## src/rtl/regfile_pkg.sv

```systemverilog
// Shared types and constants for the register-file write side.
// Used by regfile_writeback and its load-return FIFO.
package regfile_pkg;

  localparam int DATA_W   = 32;
  localparam int AW       = 4;
  localparam int NUM_REGS = 16;

  localparam logic [3:0] PC_REG = 4'd15;

  typedef enum logic [1:0] {
    WB_NONE,
    WB_ALU,
    WB_LD
  } wb_src_e;

  // One-hot select of a register in the scoreboard.
  function automatic logic [NUM_REGS-1:0] regOneHot(
    input logic [AW-1:0] a
  );
    return NUM_REGS'(1) << a;
  endfunction

endpackage

```

## src/rtl/wb_load_fifo.sv

```systemverilog
// Synchronous FIFO buffering load returns ahead of the write port.
// Ports: clk, rst_n, push/pushData, pop/popData, full, empty, level.
module wb_load_fifo #(
  parameter int WIDTH = 36,
  parameter int DEPTH = 4,
  parameter int LW    = $clog2(DEPTH) + 1
) (
  input  logic             clk,
  input  logic             rst_n,
  input  logic             push,
  input  logic [WIDTH-1:0] pushData,
  input  logic             pop,
  output logic [WIDTH-1:0] popData,
  output logic             full,
  output logic             empty,
  output logic [LW-1:0]    level
);

  localparam int PW = $clog2(DEPTH);

  logic [WIDTH-1:0] mem [DEPTH];
  logic [PW-1:0]    wrPtr;
  logic [PW-1:0]    rdPtr;
  logic [LW-1:0]    count;
  logic             doPush;
  logic             doPop;

  assign full    = (count == LW'(DEPTH));
  assign empty   = (count == '0);
  assign level   = count;
  assign popData = mem[rdPtr];

  // A push while full is dropped even if a pop happens the same cycle.
  assign doPush = push & ~full;
  assign doPop  = pop & ~empty;

  always_ff @(posedge clk) begin
    if (doPush) begin
      mem[wrPtr] <= pushData;
    end
  end

  always_ff @(posedge clk or negedge rst_n) begin
    if (!rst_n) begin
      wrPtr <= '0;
      rdPtr <= '0;
      count <= '0;
    end else begin
      if (doPush) begin
        wrPtr <= wrPtr + PW'(1);
      end
      if (doPop) begin
        rdPtr <= rdPtr + PW'(1);
      end
      unique case ({doPush, doPop})
        2'b10:   count <= count + LW'(1);
        2'b01:   count <= count - LW'(1);
        default: count <= count;
      endcase
    end
  end

endmodule

```

## src/rtl/regfile_writeback.sv

```systemverilog
// Write-port arbiter for the 16x32 register file: ALU results and
// buffered load returns share wEn1/wA1/wD1; r15 (PC) is never written.
// Ports: alu_* (valid/ready), ld_issue* (scoreboard set), ld_* (load
// return valid/ready), wEn1/wA1/wD1 (registered write), busy_mask,
// pc_wr_err (sticky), ld_level (FIFO occupancy).
// Option WB_BYPASS_EN adds byp_addr/byp_hit/byp_data forwarding.
module regfile_writeback
  import regfile_pkg::*;
#(
  parameter int DATA_W   = regfile_pkg::DATA_W,
  parameter int AW       = regfile_pkg::AW,
  parameter int LD_DEPTH = 4,
  parameter int LW       = $clog2(LD_DEPTH) + 1
) (
  input  logic              clk,
  input  logic              rst_n,
  input  logic              alu_valid,
  output logic              alu_ready,
  input  logic [AW-1:0]     alu_addr,
  input  logic [DATA_W-1:0] alu_data,
  input  logic              ld_issue,
  input  logic [AW-1:0]     ld_issue_addr,
  output logic              ld_issue_ready,
  input  logic              ld_valid,
  output logic              ld_ready,
  input  logic [AW-1:0]     ld_addr,
  input  logic [DATA_W-1:0] ld_data,
  output logic              wEn1,
  output logic [AW-1:0]     wA1,
  output logic [DATA_W-1:0] wD1,
`ifdef WB_BYPASS_EN
  input  logic [AW-1:0]     byp_addr,
  output logic              byp_hit,
  output logic [DATA_W-1:0] byp_data,
`endif
  output logic [15:0]       busy_mask,
  output logic              pc_wr_err,
  output logic [LW-1:0]     ld_level
);

  localparam int NR = 1 << AW;
  localparam int EW = AW + DATA_W;
  localparam logic [AW-1:0] PcAddr = AW'(PC_REG);

  logic [NR-1:0]     busy;
  logic [NR-1:0]     setMask;
  logic [NR-1:0]     clrMask;

  logic              fifoFull;
  logic              fifoEmpty;
  logic              fifoPush;
  logic              fifoPop;
  logic [EW-1:0]     headEnt;
  logic [AW-1:0]     headAddr;
  logic [DATA_W-1:0] headData;

  logic              aluBusy;
  logic              aluElig;
  logic              aluWin;
  logic              ldWin;
  logic              issueFire;
  logic              selPc;

  wb_src_e           wbSrc;
  logic [AW-1:0]     selAddr;
  logic [DATA_W-1:0] selData;

  wb_load_fifo #(
    .WIDTH (EW),
    .DEPTH (LD_DEPTH),
    .LW    (LW)
  ) u_fifo (
    .clk      (clk),
    .rst_n    (rst_n),
    .push     (fifoPush),
    .pushData ({ld_addr, ld_data}),
    .pop      (fifoPop),
    .popData  (headEnt),
    .full     (fifoFull),
    .empty    (fifoEmpty),
    .level    (ld_level)
  );

  assign headAddr = headEnt[EW-1:DATA_W];
  assign headData = headEnt[DATA_W-1:0];

  assign ld_ready = ~fifoFull;
  assign fifoPush = ld_valid & ld_ready;

  // ALU stalls on a pending load to its target (WAW) or a full FIFO.
  assign aluBusy   = busy[alu_addr];
  assign alu_ready = ~aluBusy & ~(fifoFull & ~fifoEmpty);
  assign aluElig   = alu_valid & ~aluBusy;

  assign ld_issue_ready = ~busy[ld_issue_addr] &
                          (ld_issue_addr != PcAddr);
  assign issueFire = ld_issue & ld_issue_ready;

  // A full FIFO pre-empts the ALU so load returns cannot back up.
  assign aluWin = ~fifoFull & aluElig;
  assign ldWin  = fifoFull | (~aluElig & ~fifoEmpty);

  always_comb begin
    wbSrc   = WB_NONE;
    selAddr = '0;
    selData = '0;
    unique case (1'b1)
      aluWin: begin
        wbSrc   = WB_ALU;
        selAddr = alu_addr;
        selData = alu_data;
      end
      ldWin: begin
        wbSrc   = WB_LD;
        selAddr = headAddr;
        selData = headData;
      end
      default: begin
        wbSrc = WB_NONE;
      end
    endcase
  end

  assign fifoPop = (wbSrc == WB_LD);
  assign selPc   = (wbSrc != WB_NONE) & (selAddr == PcAddr);

  always_comb begin
    setMask = '0;
    clrMask = '0;
    if (issueFire) begin
      setMask = NR'(regOneHot(regfile_pkg::AW'(ld_issue_addr)));
    end
    if (wbSrc == WB_LD) begin
      clrMask = NR'(regOneHot(regfile_pkg::AW'(headAddr)));
    end
  end

  always_ff @(posedge clk or negedge rst_n) begin
    if (!rst_n) begin
      busy      <= '0;
      wEn1      <= 1'b0;
      wA1       <= '0;
      wD1       <= '0;
      pc_wr_err <= 1'b0;
    end else begin
      // Set applied after clear so a same-cycle re-issue stays pending.
      busy <= (busy & ~clrMask) | setMask;
      wEn1 <= (wbSrc != WB_NONE) & ~selPc;
      if ((wbSrc != WB_NONE) && !selPc) begin
        wA1 <= selAddr;
        wD1 <= selData;
      end
      if (selPc) begin
        pc_wr_err <= 1'b1;
      end
    end
  end

  assign busy_mask = 16'(busy);

`ifdef WB_BYPASS_EN
  assign byp_hit  = wEn1 & (wA1 == byp_addr);
  assign byp_data = wD1;
`endif

endmodule
```

## config.mk

```make
export PLATFORM = sky130hd
export DESIGN_NAME = regfile_writeback
export DESIGN_NICKNAME = d
export VERILOG_FILES = /design/src/rtl/regfile_pkg.sv /design/src/rtl/wb_load_fifo.sv /design/src/rtl/regfile_writeback.sv
export SDC_FILE = /design/constraint.sdc
export NUM_CORES = 1
export LEC_CHECK = 0
export ABC_AREA = 1
export BUFFER_PORTS_ARGS = -buffer_cell sky130_fd_sc_hd__buf_2
export CAP_MARGIN = 25
export CORE_AREA = 4 4 132 134
export DETAILED_ROUTE_END_ITERATION = 6
export DIE_AREA = 0 0 136 138
export GPL_ROUTABILITY_DRIVEN = 0
export PLACE_DENSITY = 0.82
export SLEW_MARGIN = 5
export SYNTH_ARGS = -nofsm -noshare
export SYNTH_HDL_FRONTEND = slang
export SYNTH_SLANG_ARGS = --single-unit
export TNS_END_PERCENT = 30
```

## constraint.sdc

```tcl
create_clock -name clk -period 3.5 [get_ports clk]
set_clock_uncertainty 0.1 [all_clocks]
set_input_delay 0.35 -clock clk [delete_from_list [all_inputs] [get_ports clk]]
set_output_delay 0.35 -clock clk [all_outputs]
set_load 0.01 [all_outputs]
```

# == Word-level counts from Yosys, hierarchy flattened ==
# Memories as Yosys holds them, arrays and structs flattened.
# Cells that the tools add are included.
# word_totals
reg_bits,61
ram_bits,144
output_inout_bits,60
elab_cells,63
inputBits,81
mem_count,1
# memory_table
name,depth,width,read_ports,rd_clocked_by_memory_dff,write_ports,line,source
u_fifo.mem,4,36,1,0,1,wb_load_fifo.sv:21,logic [WIDTH-1:0] mem [DEPTH];
# classes
add_sub_neg,4
muxes,12
shift,2
eq_ne,6
bitwise,23
magnitude_cmp,2
n_reduce_logical,5
# ops
cell,count
case mux 32 bit (2 select lines),1
2-to-1 mux 16 bit,2
<< shifter 1 x 4 -> 16 bit (first input constant),2
bitwise AND 16 bit,1
NOT 16 bit,1
OR 16 bit,1
bitwise AND 1 bit,12
less-than comparator 4 x 5 -> 1 bit (second input constant),2
binary-select mux 1 bit (select 4 bit),2
case mux 4 bit (2 select lines),1
NOT 1 bit,7
case mux 3 bit (2 select lines),1
adder 2 x 1 -> 2 bit (second input constant),2
== test 2 bit (second input constant),2
== test 4 bit (second input constant),1
2-to-1 mux 1 bit,4
inequality test 4 bit (second input constant),1
case mux 2 bit (2 select lines),1
nonzero test 2 bit,2
adder 3 x 1 -> 3 bit (second input constant),1
== test 3 bit (second input constant),1
logical NOT 3 bit,1
subtractor 3 x 1 -> 3 bit (second input constant),1
== test 2 x 1 -> 1 bit (second input constant),1
other kinds (3),3

# == Depth between registers and ports, before layout ==
# Gate-level depths: netlist (run 1).
# depth
depth_word,13
depth_mapped,17

# == By module ==
# Synthesis (run 1) repeated with hierarchy kept, for this count alone.
# hier_totals
cells_unflattened,925
hier_area_um2,9520.4
# modules_own_cells
mod,area_per_inst_um2,seq_area_each_um2,n_inst,cells_per_inst
wb_load_fifo,6404.9,4499.3,1,480
regfile_writeback,3115.5,1351.3,1,445

# == Worst setup path before layout (run 1) ==
# No wires, ideal clock.
# synth_path
kind,reg2reg
from,"reg u_fifo.count[0], in the netlist u_fifo.level[0]"
to,"mem u_fifo.mem[0][0], enable pin"
arrival_ps,2470
path_slack_ps,500
path_buffers,0
path_stages_with_launch,7
setup_ps,429
path_cell_list,dfrtp_1 -> nor2_1 -> inv_1 -> nor2_1 -> inv_1 -> nand2_1 -> nor2_1
# synth_between
elab_chain_cells,6
# synth_lines
element,line,source
from (decl),wb_load_fifo.sv:24,logic [LW-1:0] count;
from (signal assigned),wb_load_fifo.sv:56,2'b10: count <= count + LW'(1);
from (signal assigned),wb_load_fifo.sv:57,2'b01: count <= count - LW'(1);
from (signal assigned),wb_load_fifo.sv:58,default: count <= count;
== test 3 bit *,wb_load_fifo.sv:28,assign full = (count == LW'(DEPTH));
NOT 1 bit *,regfile_writeback.sv:87,assign ld_ready = ~fifoFull;
via ld_ready,regfile_writeback.sv:25,"output logic ld_ready,"
bitwise AND 1 bit,regfile_writeback.sv:88,assign fifoPush = ld_valid & ld_ready;
bitwise AND 1 bit *,wb_load_fifo.sv:34,assign doPush = push & ~full;
2-to-1 mux 1 bit *,wb_load_fifo.sv:38,if (doPush) begin
2-to-1 mux 1 bit (implied by the code) *,wb_load_fifo.sv:39,mem[wrPtr] <= pushData;
to (decl),wb_load_fifo.sv:21,
# Mark *: on every way through the listed nets, which the timed path passes. The rest lies on a longest branch.

# == Worst setup path in the final report (run 1) ==
# layout_path
from,reg u_fifo.rdPtr[0]
to,reg wD1[21]
# layout_between
elab_chain_cells,6
elab_cells_between_ends,7
cone_classes,eq/ne (1); mux (2); bitwise (1); reduce/logical (2); memory (1)
# layout_lines
element,line,source
from (decl),wb_load_fifo.sv:23,logic [PW-1:0] rdPtr;
from (signal assigned),wb_load_fifo.sv:53,rdPtr <= rdPtr + PW'(1);
memory read (4 x 36 bit) *,-,
case mux 4 bit (2 select lines),regfile_writeback.sv:107,unique case (1'b1)
== test 4 bit,regfile_writeback.sv:125,assign selPc = (wbSrc != WB_NONE) & (selAddr == PcAddr);
bitwise AND 1 bit,regfile_writeback.sv:125,
logical NOT 1 bit,regfile_writeback.sv:149,if ((wbSrc != WB_NONE) && !selPc) begin
logical AND 1 bit,regfile_writeback.sv:149,
to (signal assigned),regfile_writeback.sv:151,wD1 <= selData;
to (decl),regfile_writeback.sv:30,"output logic [DATA_W-1:0] wD1,"
# Mark *: on every way between the ends. The rest lies on a longest branch, timed or not.
# A chain may end at the register's enable or synchronous reset.

==> impl_metrics.csv, run 1 <==
group,metric,value,unit
run_status,outcome,"finished, final reports clean",
cells_and_area,final_area,10930,sq um
worst_setup_path,max_stage_delay,0.59,ns
drt,ant_nets,0,
cells_and_area,layout_common_cells,"nand2_1 (201), edfxtp_1 (144), buf_2 (140), o21ai_0 (93), nand3_1 (87)",
floorplan,core,16290,sq um
place,placed_cell_area,9728,sq um
worst_setup_path,rr_startpoint,"u_fifo.rdPtr[0]",
cells_and_area,final_layout_size_suffix_gt1_share,20.58,%
worst_setup_path,worstPathCellList,"buf_4, nand2_1, a32oi_1, nand3_1, nand2_1, nand2_2, inv_1, nand2_2, nand3_1, nand2_1",
timing,setup_viol,0,
timing,fmax,332.3,MHz
timing,final_max_slew_viol_count,0,
synthesis,ys_warn_count,0,
synthesis,syn_avg_cell_area,10.46,sq um
grt,overflow,0,
grt,first_global_vias,7038,
worst_setup_path,r2r_slack,0.49,ns
worst_setup_path,end_kind,"flip-flop",
synthesis,netlist_area,8768,sq um
cts,cts_tree,"done",
cts,htreeDepth,1,
cells_and_area,multi_input_area,2572,sq um
grt,grt_pass1_wl,35.07,mm
cells_and_area,nFillCells,1237,
timing,slew_headroom,49.88,%
pwr,vdd_drop_max,0.4369,mV
cts,clock_latency,0.50,ns
worst_hold_path,worstHoldPathType,"primary input to async pin",
worst_setup_path,reg2regPathDepth,10,
cts,cts.sinks,205,
timing,tightest_slew,0.7491,ns
worst_setup_path,cp_common_cell,"nand2_1",
worst_setup_path,arrival,3.29,ns
drt,wire_per_inst,17.69,um
cells_and_area,nets,1101,
pwr,p_total,9.910,mW
cells_and_area,antennaDiodeCount,0,
synthesis,ys_seq_elements,205,
cts,postCtsSetupRepairBufs,0,
worst_setup_path,cpMaxStageDelayCell,"dfrtp_2",
drt,vias,6973,
drt,first_iter_violations,506,
pwr,cellPowerDensity,906.4,nW/um^2
grt,antenna_found_initial,0,
timing,fin_setup_tns,0,ns
synthesis,ys_seq_area_share,66.72,%
run,drv_cap,0,
cells_and_area,post-route-util,67.13,%
pwr,leakagePower,4.683,nW
cells_and_area,register_area,5852,sq um
drt,viasPerCell,5.578,
floorplan,num_io_pins,141,
worst_setup_path,crit_fanout,54,
worst_setup_path,r2r_end,"wD1[21]",
grt,grt_usage,23.15,%
timing,rsz0062_at_grt,"false",
cells_and_area,area_growth,24.70,%
floorplan,chipWidth,136,um
timing,timing.final.hold_violations,0,
cts,cts_made_buffers,22,
cts,cts_root_buf,"clkbuf_16",
worst_setup_path,crit_path_start_kind,"flip-flop",
synthesis,syn_inst,838,
floorplan,dieArea,18770,sq um
cts,clockBufferDepth,3,
worst_setup_path,path_class,"flip-flop to flip-flop",
synthesis,synth_fp_nets,925,
grt,grt_max_degree,55,
cts,clk_pin_slew,0.06,ns
floorplan,initial_core_util,53.83,%
floorplan,core.rowCount,47,
timing,min_period_over_period,85.97,%
drt,drc_errors,0,
place,port_buffers,140,
worst_setup_path,required,3.78,ns
place,dpl.hpwl,13.86,mm
timing,period_needed,3.009,ns
floorplan,die_y,138,um
drt,routed_wl,22.11,mm
cells_and_area,layout_commonest_cell,"nand2_1",
synthesis,synth.distinct_cells,34,
drt,dr.pass1.iters,6,
-- registers in the layout (all words and copies together), names as in the netlist --
register / count
u_fifo.mem: 144
wD1: 32
busy_mask: 16
wA1: 4
u_fifo.level: 3
u_fifo.rdPtr: 2
u_fifo.wrPtr: 2
pc_wr_err: 1
wEn1: 1
-- worst max path at each step --
stage / startpoint / end / slack (ns) / cells after the start
2_1_floorplan: u_fifo.level[0] / u_fifo.mem[0][0] / 0.50 / 6
3_5_place_dp: u_fifo.rdPtr[0] / wD1[8] / 0.57 / 10
3_3_place_gp: alu_addr[0] / wA1[1] / 0.63 / 14
4_1_cts: u_fifo.rdPtr[0] / wD1[6] / 0.56 / 10
5_1_grt: u_fifo.rdPtr[0] / wD1[21] / 0.26 / 10
6_report: u_fifo.rdPtr[0] / wD1[21] / 0.49 / 10
-- layer usage --
layer	up-vias	wire [um]	GRT usage [%]
met4	0	551	8.223
met3	51	1976	3.888
met1	3316	8705	30.56
li1	3245	-	-
met5	-	0	0
met2	361	10880	38.80
-- critical path, delay by kind of cell, from the launching register on --
family	cells	cell delay (ns)
AOI/OAI and AO/OA	1	0.37
and+or+nand+nor	7	1.22
DFF	1	0.59
buffers and inverters	2	0.59
-- area by class of cell --
type	count	area share, %
clock buffers	24	5.298
clock inverters	16	2.163
inverters	50	1.716
multi-input cells	540	23.53
flip-flops and latches	205	53.52
well taps	220	2.517
repair buffers	195	11.26
-- timing repair --
item / 4_1_cts / 5_1_grt
hold endpoints to repair: 183 / 0
gates resized for setup: 0 / 0
hold buffers: 37 / 0
-- synth_stat cells --
master       n  area (sq um)
nand3_2      3         30.03
o21ai_1      2         10.01
dfrtp_1     61          1526
o21ai_0     93         465.5
o22ai_1     35         219.0
a21oi_1      8         40.04
a32oi_2      1         16.27
clkbuf_1    28         105.1
o211ai_1     2         15.01
clkinv_1     2         7.510
a22oi_1      1         7.510
nand4_2      1         12.51
nor3_1       1         5.000
nor2_1      83         311.6
ha_1         5         62.56
nand2_1    201         754.5
o221ai_1     1         8.760
buf_4        4         30.03
edfxtp_1   144          4324
o21ai_4      1         16.27
xnor2_1      1         8.760
nand2_2      3         18.77
a32oi_1      2         17.52
fa_1         1         20.02
or2_0        1         6.260
o2111ai_1    2         17.52
buf_2        9         45.04
nor2_4       1         11.26
nand3_1     87         435.4
xor2_1       3         26.28
or2_1        1         6.260
inv_2        1         3.750
buf_1        2         7.510
inv_1       47         176.4
-- power by group --
part	internal, mW	switching (mW)
sequential	3.32	0.332
clock	1.64	0.954
combinational	1.23	2.43
-- per-stage QoR --
step,instances,setup WS [ns],hold WS (ns)
2_1_floorplan,838,0.5002,-0.04559
3_3_place_gp,1172,0.6333,0.3475
3_5_place_dp,1172,0.5725,0.3518
4_1_cts,1249,0.5571,0.07389
5_1_grt,1250,0.2564,0.07954
6_report,1250,0.4910,0.08059
-- cells by family (layout without fill, tap and decap cells) --
kind of cell | Yosys count | in the layout | synth area share [%]
AOI/OAI and AO/OA | 148 | 148 | 9.504
xor gates and xnor gates | 4 | 4 | 0.3996
adders and majority gates | 6 | 6 | 0.9418
buffers and inverters | 93 | 285 | 4.281
DFF | 205 | 205 | 66.72
and+or+nand+nor | 382 | 382 | 18.15
No activity file was read; power rests on OpenSTA's default activity.
==> inputs of run 2 (changes only) <==
==> constraint.sdc (replaced) <==
create_clock -name clk -period 3.2 [get_ports clk]
set_clock_uncertainty 0.1 [all_clocks]
set_input_delay 0.32 -clock clk [delete_from_list [all_inputs] [get_ports clk]]
set_output_delay 0.32 -clock clk [all_outputs]
set_load 0.01 [all_outputs]
==> impl_metrics.csv, run 2 (synthesis results as in run 1) <==
group,metric,value,unit
cells_and_area,multi_input_area,2572,sq um
floorplan,initial_core_util,53.83,%
floorplan,num_io_pins,141,
pwr,vdd_drop_max,0.4456,mV
grt,use_met1,31.24,%
cells_and_area,layout_commonest_cell,"nand2_1",
grt,antenna_found_initial,1,
worst_hold_path,whs_path_depth,2,
worst_setup_path,max_stage_delay,0.45,ns
pwr,cellPowerDensity,972.0,nW/um^2
grt,grt_max_degree,56,
cts,clock_latency,0.50,ns
drt,drc_errors,0,
worst_setup_path,worstPathCellList,"nor2_1, inv_1, nor2_1, inv_1, nand2_1, ha_1, inv_1, fa_1, nor2_1, nor2_1, nand2_1, xor2_1",
cells_and_area,final_layout_size_suffix_gt1_share,20.29,%
grt,first_global_vias,7017,
worst_setup_path,required,3.52,ns
cts,cts_resized,0,
cts,cts_made_buffers,22,
timing,tightest_slew,0.7144,ns
cells_and_area,register_area,5852,sq um
drt,routed_wl,22.20,mm
drt,ant_nets,0,
grt,met2_usage,39.43,%
place,port_buffers,140,
grt,grt_pass1_wl,35.42,mm
worst_setup_path,arrival,3.04,ns
timing,timing.final.hold_violations,0,
timing,period_needed,2.716,ns
run,drv_cap,0,
grt,overflow,0,
cells_and_area,top_register,"u_fifo.mem",
drt,wire_per_inst,17.75,um
worst_setup_path,path_class,"flip-flop to flip-flop",
cts,cts.sinks,205,
cells_and_area,area_growth,23.84,%
cts,clk_pin_slew,0.06,ns
grt,gr-usage-met3,3.634,%
worst_setup_path,cp_common_cell,"nor2_1",
drt,first_iter_violations,474,
cts,htreeDepth,1,
floorplan,dieArea,18770,sq um
cts,clockBufferDepth,3,
timing,rsz0062_at_grt,"false",
timing,slew_headroom,52.37,%
grt,busiest_layer,"met2",
cells_and_area,nets,1101,
cells_and_area,nFillCells,1216,
run_status,outcome,"finished, final reports clean",
pwr,p_total,10.56,mW
worst_setup_path,end_kind,"flip-flop",
pwr,leakagePower,4.647,nW
place,dpl.hpwl,14.08,mm
timing,fmax,368.1,MHz
cells_and_area,largest_reg_flops,144,
worst_setup_path,cpMaxStageDelayCell,"nand2_1",
grt,grt_usage,23.49,%
worst_setup_path,crit_path_start_kind,"flip-flop",
timing,fin_setup_tns,0,ns
worst_setup_path,reg2regPathDepth,12,
cells_and_area,layout_common_cells,"nand2_1 (201), edfxtp_1 (144), buf_2 (140), o21ai_0 (93), nand3_1 (87)",
floorplan,chipWidth,136,um
drt,vias,6950,
timing,final_max_slew_viol_count,0,
drt,dr.pass1.iters,5,
floorplan,die_y,138,um
floorplan,core.rowCount,47,
drt,viasPerCell,5.556,
worst_setup_path,crit_fanout,8,
cts,cts_root_buf,"clkbuf_16",
worst_hold_path,worstHoldPathType,"primary input to flip-flop",
timing,min_period_over_period,84.89,%
floorplan,core,16290,sq um
timing,setup_viol,0,
cts,cts_tree,"done",
run 2: cell types whose count changed in the layout (fill, tap and decap cells not counted), sizes merged:
cell / delta
inv: -1
diode: +1
clkbuf: +7
clkinvlp: -1
clkinv: -1
bufinv: -4
run 2: layout make-up:
cell class | instances | area share [%]
Timing Repair Buffer | 195 | 11.45
Antenna cell | 1 | 0.02304
Clock buffer | 31 | 5.761
Tap cell | 220 | 2.535
Multi-Input combinational cell | 540 | 23.69
Inverter | 50 | 1.728
Sequential cell | 205 | 53.89
Clock inverter | 9 | 0.9218
run 2: worst max-delay path, delay by kind of cell, from the launching register on:
kind	cells	cell delay, ns
flip-flops	1	0.41
XOR/XNOR	1	0.14
AND/OR/NAND/NOR	6	1.07
adder cells (fa/ha/maj)	2	0.62
buffers and inverters	3	0.33
run 2: final timing paths:
path	slack (ns)	to	from
worst max-delay path	0.48	u_fifo.level[2]	u_fifo.level[1]
worst min-delay path	0.05	busy_mask[6]	ld_issue_addr[3]
worst max register to register	0.48	u_fifo.level[2]	u_fifo.level[1]
worst min register to register	0.36	pc_wr_err	pc_wr_err
max in group asynchronous	1.78	wD1[27]	rst_n
min in group asynchronous	0.34	u_fifo.rdPtr[1]	rst_n
run 2: power by group:
group,leakage [nW],internal [mW],switching (mW)
clock,0.353,1.53,1.00
combinational,2.23,1.37,2.69
sequential,2.06,3.64,0.326
total,4.65,6.54,4.02
run 2: metal layers:
layer | wire [um] | share of wire [%]
met2 | 11040 | 50
met4 | 590 | 2.7
met3 | 1846 | 8.3
met5 | 0 | 0
met1 | 8723 | 39
run 2: timing repair:
action / in CTS / in global routing
hold buffers: 37 / 0
buffers inserted: 0 / 0
hold endpoints to repair: 172 / 0
run 2: metrics by stage:
stage / setup WS [ns] / hold slack [ns] / cell area (sq um) / util, % / instances
2_1_floorplan: 0.2002 / -0.07559 / 8768 / - / 838
3_3_place_gp: 0.5321 / 0.2948 / 9761 / 59.92 / 1173
3_5_place_dp: 0.4828 / 0.3086 / 9761 / 59.92 / 1173
4_1_cts: 0.4493 / 0.02108 / 10860 / 66.65 / 1250
5_1_grt: 0.2009 / 0.06380 / 10860 / 66.66 / 1251
6_report: 0.4836 / 0.04573 / 10860 / 66.66 / 1251
